**src/rtl/led_matrix_switch_ctrl.sv**
```systemverilog
// led_matrix_switch_ctrl: button conditioning for LEDMatrixAB_m swA/swB.
// Per channel: 2-flop sync, debounce filter, press/release/long-press FSM.
//
// Ports:
//   clk       system clock
//   rst       asynchronous active-low reset
//   swA_raw   raw button A pin (async to clk)
//   swB_raw   raw button B pin (async to clk)
//   swA/swB   debounced levels, pressed = 1
//   pressA/B  1-cycle pulse on level 0->1
//   releaseA/B 1-cycle pulse on level 1->0
//   longA/B   1-cycle pulse once per hold, LONG_CYCLES after press
//   combo     1-cycle pulse: both levels high and one rose this cycle
//
// All outputs are registered. Event pulses share the edge on which
// the level output first shows its new value.

module led_matrix_switch_ctrl #(
  parameter logic [15:0] DEBOUNCE_CYCLES = 16'd50000,
  parameter logic [23:0] LONG_CYCLES     = 24'd5000000,
  parameter logic        ACTIVE_LOW      = 1'b0
) (
  input  logic clk,
  input  logic rst,
  input  logic swA_raw,
  input  logic swB_raw,
  output logic swA,
  output logic swB,
  output logic pressA,
  output logic pressB,
  output logic releaseA,
  output logic releaseB,
  output logic longA,
  output logic longB,
  output logic combo
);

  localparam int DBW = (DEBOUNCE_CYCLES > 16'd2)
                     ? $clog2(DEBOUNCE_CYCLES) : 1;
  localparam int HCW = $clog2(32'(LONG_CYCLES) + 32'd1);

  localparam logic [DBW-1:0] DB_LAST =
    DBW'(DEBOUNCE_CYCLES - 16'd1);
  localparam logic [HCW-1:0] HOLD_LAST =
    HCW'(LONG_CYCLES - 24'd1);

  typedef enum logic [1:0] {
    IDLE = 2'd0,
    HELD = 2'd1,
    LONG = 2'd2
  } state_e;

  // Channel 0 = A, channel 1 = B.
  logic [1:0] pin;
  logic [1:0] sync1_q;
  logic [1:0] sync2_q;

  logic [1:0] level_q;
  logic [1:0] level_d;
  logic [DBW-1:0] db_cnt_q [2];
  logic [DBW-1:0] db_cnt_d [2];

  logic [1:0] rise;
  logic [1:0] fall;

  state_e state_q [2];
  state_e state_d [2];
  logic [HCW-1:0] hold_q [2];
  logic [HCW-1:0] hold_d [2];

  logic [1:0] press_q;
  logic [1:0] press_d;
  logic [1:0] rel_q;
  logic [1:0] rel_d;
  logic [1:0] long_q;
  logic [1:0] long_d;
  logic combo_q;
  logic combo_d;

  assign pin = {swB_raw, swA_raw};

  // Debounce: a differing sample run of DEBOUNCE_CYCLES flips the
  // level; any agreeing sample restarts the run.
  always_comb begin
    level_d = level_q;
    for (int c = 0; c < 2; c++) begin
      db_cnt_d[c] = db_cnt_q[c];
      if (sync2_q[c] == level_q[c]) begin
        db_cnt_d[c] = '0;
      end else if (db_cnt_q[c] == DB_LAST) begin
        level_d[c]  = sync2_q[c];
        db_cnt_d[c] = '0;
      end else if (db_cnt_q[c] != '1) begin
        db_cnt_d[c] = db_cnt_q[c] + DBW'(1);
      end
    end
  end

  // The FSM looks at the next level so its pulses line up with the
  // level register update.
  assign rise = level_d & ~level_q;
  assign fall = level_q & ~level_d;

  always_comb begin
    press_d = '0;
    rel_d   = '0;
    long_d  = '0;
    for (int c = 0; c < 2; c++) begin
      state_d[c] = state_q[c];
      hold_d[c]  = hold_q[c];
      unique case (state_q[c])
        IDLE: begin
          if (rise[c]) begin
            state_d[c] = HELD;
            press_d[c] = 1'b1;
            hold_d[c]  = '0;
          end
        end
        HELD: begin
          if (fall[c]) begin
            state_d[c] = IDLE;
            rel_d[c]   = 1'b1;
          end else begin
            if (hold_q[c] == HOLD_LAST) begin
              state_d[c] = LONG;
              long_d[c]  = 1'b1;
            end
            if (hold_q[c] != '1) begin
              hold_d[c] = hold_q[c] + HCW'(1);
            end
          end
        end
        LONG: begin
          if (fall[c]) begin
            state_d[c] = IDLE;
            rel_d[c]   = 1'b1;
          end
        end
        default: begin
          state_d[c] = IDLE;
        end
      endcase
    end
  end

  assign combo_d = level_d[0] & level_d[1] & (|press_d);

  always_ff @(posedge clk or negedge rst) begin
    if (!rst) begin
      sync1_q <= '0;
      sync2_q <= '0;
      level_q <= '0;
      press_q <= '0;
      rel_q   <= '0;
      long_q  <= '0;
      combo_q <= 1'b0;
      for (int c = 0; c < 2; c++) begin
        db_cnt_q[c] <= '0;
        hold_q[c]   <= '0;
        state_q[c]  <= IDLE;
      end
    end else begin
      sync1_q <= pin ^ {2{ACTIVE_LOW}};
      sync2_q <= sync1_q;
      level_q <= level_d;
      press_q <= press_d;
      rel_q   <= rel_d;
      long_q  <= long_d;
      combo_q <= combo_d;
      for (int c = 0; c < 2; c++) begin
        db_cnt_q[c] <= db_cnt_d[c];
        hold_q[c]   <= hold_d[c];
        state_q[c]  <= state_d[c];
      end
    end
  end

  assign swA      = level_q[0];
  assign swB      = level_q[1];
  assign pressA   = press_q[0];
  assign pressB   = press_q[1];
  assign releaseA = rel_q[0];
  assign releaseB = rel_q[1];
  assign longA    = long_q[0];
  assign longB    = long_q[1];
  assign combo    = combo_q;

endmodule

```
**config.mk**
```make
export PLATFORM = sky130hd
export DESIGN_NAME = led_matrix_switch_ctrl
export DESIGN_NICKNAME = d
export VERILOG_FILES = /design/src/rtl/led_matrix_switch_ctrl.sv
export SDC_FILE = /design/constraint.sdc
export NUM_CORES = 1
export LEC_CHECK = 0
export ABC_AREA = 1
export CELL_PAD_IN_SITES_DETAIL_PLACEMENT = 1
export CELL_PAD_IN_SITES_GLOBAL_PLACEMENT = 1
export CORE_ASPECT_RATIO = 0.7
export CORE_MARGIN = 10
export CORE_UTILIZATION = 41
export DETAILED_ROUTE_END_ITERATION = 10
export PLACE_DENSITY_LB_ADDON = 0.1
export SLEW_MARGIN = 20
export SYNTH_ARGS = -nofsm -noshare
export SYNTH_HDL_FRONTEND = slang
export SYNTH_SLANG_ARGS = --single-unit
```
**constraint.sdc**
```tcl
create_clock -name clk -period 1.6 [get_ports clk]
set_input_delay 0.4 -clock clk [delete_from_list [all_inputs] [get_ports clk]]
set_output_delay 0.4 -clock clk [all_outputs]
set_load 0.005 [all_outputs]
```
==> reports/qor.csv <==
stage,metric,value,unit
outcome,run status,"complete, but fails checks",
outcome,failing checks,negative setup slack,
min_path,hold depth,0,
floorplan,num ports,13,
grt,pin count of the biggest net entering global routing,30,
finish,Finished Layout Cells,1393,
route,Pre-antenna DRT Iters,6,
finish,Layout Cell Area excl Fill,10100,µm²
cts,CTS tree,done,
timing,max-slew violation count,0,
cts,worst-skew pair later-pin latency,380,ps
power_and_ir_drop,total power draw,0.00525,W
power_and_ir_drop,peak supply drop,0.538,mV
timing,final setup vio count,87,
power_and_ir_drop,Pleak,4.74,nW
grt,first-pass GRT wire length,41800,µm
logic_synthesis,Synth Area per Inst,6.66,µm²
timing,Hold Slack,367,ps
logic_synthesis,XOR/XNOR Fraction of Synth Area,3.16,%
logic_synthesis,most common cell in the netlist,nand2_1,
placed_design,placed inst area,8090,µm²
logic_synthesis,"top cells by area, synth","dfrtp_1 37%, nand2_1 20%, nor2_1 8.8%, inv_1 5.5%, nand3_1 4.6%",
worst_setup_path,WP data required,1860,ps
floorplan,Die Wd,169,µm
logic_synthesis,Synthesis Warnings,0,
placed_design,Routability Congestion,0.881,
worst_setup_path,element type at the critical path end,register,
worst_setup_path,largest fanout on the critical path,4,
logic_synthesis,mux share of post-synthesis cell area,0,%
timing,relative slew slack,59.0,%
route,Post-Route WL,34500,µm
timing,clk_skew,10.3,ps
timing,Slew @ Worst Pin,611,ps
logic_synthesis,number of synthesized flops with an enable pin,0,
placed_design,Placed Cells,1327,
logic_synthesis,Yosys top cell area share,37.3,%
worst_setup_path,Setup crit start kind,register,
job,Max-Cap Viols,0,
logic_synthesis,synth cell count leaders,"345 x nand2_1, 149 x nor2_1, 95 x dfrtp_1",
floorplan,Die Y,124,µm
logic_synthesis,most common flop cell mapped by yosys,dfrtp_1,
grt,GRT Resource Usage Total,24.6,%
cts,H-tree depth,3,
floorplan,Std-Cell Rows,38,
timing,Tcrit/Tclk final,121,%
timing,RSZ-0062 raised after global routing,true,
worst_setup_path,crit path DAT,2210,ps
cts,total CTS buffers,9,
logic_synthesis,Post-Syn Area,6380,µm²
cts,CTS Sinks,95,
logic_synthesis,register bit count reported by yosys,95,
timing,fin crit period,1940,ps
finish,area grow syn2layout,58.1,%
timing,Fin. Hold Viols,0,
logic_synthesis,synthesized instance count,957,
worst_setup_path,Worst R2R Path Depth,11,
route,via count,8196,
floorplan,Initial Utilization,41.5,%
timing,f_max,0.515,GHz
cts,clock-pin slew on the worst setup and hold paths,80,ps
logic_synthesis,Post-Synth Adder-Cell Area,1.96,%
logic_synthesis,Synth Area in Compound Gates,2.92,%
route,DRC,0,
grt,number of global-route vias before repair,7942,
route,WL/cell,24.8,µm
placed_design,DPL Wire Length,16700,µm
placed_design,Port Buffers,12,
route,remaining antenna violation count,0,
route,DR iter-0 viols,920,
logic_synthesis,post-synthesis sequential area ratio,37.3,%
floorplan,Core ar.,15400,µm²
logic_synthesis,post-synthesis simple-gate area fraction,46.6,%
min_path,Hold Path Class,reg2reg,
finish,layout cells sized above 1,44.3,%
finish,antenna diode count,0,
logic_synthesis,Synth area leader,dfrtp_1,
cts,Root Buffer,clkbuf_16,
grt,total grt overflow,0,
worst_setup_path,CP Class,reg2reg,
grt,initial antenna violation count,0,
timing,worst setup margin,-342,ps
logic_synthesis,number of distinct library cells after synthesis,39,
route,drt via density,5.88,
power_and_ir_drop,Cell Pwr Density,521,nW/µm²
finish,Final nets,1202,
cts,Clock Tree Buf Depth,2,
logic_synthesis,largest family of logic cells by synthesized area,simple AND/OR/NAND/NOR gates,
finish,Fill cells,1867,
logic_synthesis,Mapped Nets,971,
logic_synthesis,Synth async-reset ratio,100,%
floorplan,Die Area,21000,µm²
timing,final setup TNS,-19560,ps
-- where the power goes --
part / internal (W) / total [W] / switching, W / leakage [nW]
logic: 0.000205 / 0.000482 / 0.000277 / 3.29
clock network: 0.00116 / 0.00228 / 0.00112 / 0.146
registers: 0.00244 / 0.00250 / 0.0000543 / 1.30
total: 0.00381 / 0.00525 / 0.00145 / 4.74
-- logic make-up (layout without fill, tap and decap cells) --
logic type / count (synthesis) / after routing
simple gates: 675 / 676
buf+inv: 121 / 356
flops: 95 / 95
compound gates: 33 / 33
xor+xnor: 23 / 23
fa+ha+maj: 10 / 10
-- worst paths after layout --
path | from | to | slack, ps
worst min-delay path | sync1_q[1]$_DFF_PN0_ | sync2_q[1]$_DFF_PN0_ | 370
max in group asynchronous | rst | db_cnt_q[5]$_DFFE_PN0P_ | 520
worst min register to register | sync1_q[1]$_DFF_PN0_ | sync2_q[1]$_DFF_PN0_ | 370
worst max register to register | db_cnt_q[1]$_DFFE_PN0P_ | state_q[1]$_DFFE_PN0P_ | -340
worst max-delay path | db_cnt_q[1]$_DFFE_PN0P_ | state_q[1]$_DFFE_PN0P_ | -340
min in group asynchronous | rst | long_q[0]$_DFF_PN0_ | 520
-- per-layer routing --
layer,track usage [%],wire length [µm]
met5,0,0
met4,8.66,2160
met3,4.26,2460
met2,42.1,16700
met1,30.4,13200
-- worst max-delay path: stages (launching register included) --
cell     delay [ps]
dfrtp_1         400
ha_2            210
nand2_2          70
inv_4            80
nand2_4          70
nor2_4          130
buf_4           140
nand3_1         200
nand2_2         190
nand3_1         130
nand2_1         130
nand2_1          80
-- what timing repair did --
item	4_1_cts	5_1_grt
setup buffers	24	19
setup endpoints to repair	90	90
gates cloned	5	2
pin swaps	41	61
hold endpoints to repair	25	0
gates resized for setup	152	214
hold buffers	1	0
-- per-stage QoR --
step	utilization [%]	setup WS (ps)
final	65.6	-342
after global routing	65.6	-408
after CTS	59.6	-96.4
after detailed placement	52.7	-369
after global placement	52.7	-251
after floorplan	-	1.34
-- cell usage in the layout (no fill, tap or decap), types with 7 or more instances in the layout --
cell type	n
xnor2_1	12
nor2_4	27
nand3_4	9
nand2_2	118
xor2_1	10
o21ai_2	7
nand2_1	209
dfrtp_1	89
inv_1	84
buf_12	11
buf_4	180
nor2_2	20
inv_2	9
nand4_1	30
nand2_4	39
clkbuf_16	11
nor2_1	121
nand3_2	7
nor3_1	25
buf_6	27
nand3_1	47
-- cell type report --
| class | count | area, µm² | area share, % |
|---|---|---|---|
| clock inverters | 5 | 40.0 | 0.397 |
| flip-flops and latches | 95 | 2380 | 23.7 |
| inverters | 103 | 420 | 4.17 |
| well taps | 200 | 250 | 2.48 |
| clock buffers | 11 | 253 | 2.51 |
| multi-input cells | 742 | 4580 | 45.4 |
| repair buffers | 237 | 2160 | 21.4 |
-- registers in the layout, indices dropped and copies added, names as in the netlist --
signal    flops
rel_q         2
sync1_q       2
press_q       2
combo         1
sync2_q       2
state_q       4
db_cnt_q     32
hold_q       46
level_q       2
long_q        2
Note: power is estimated with default switching activity, not from simulation.
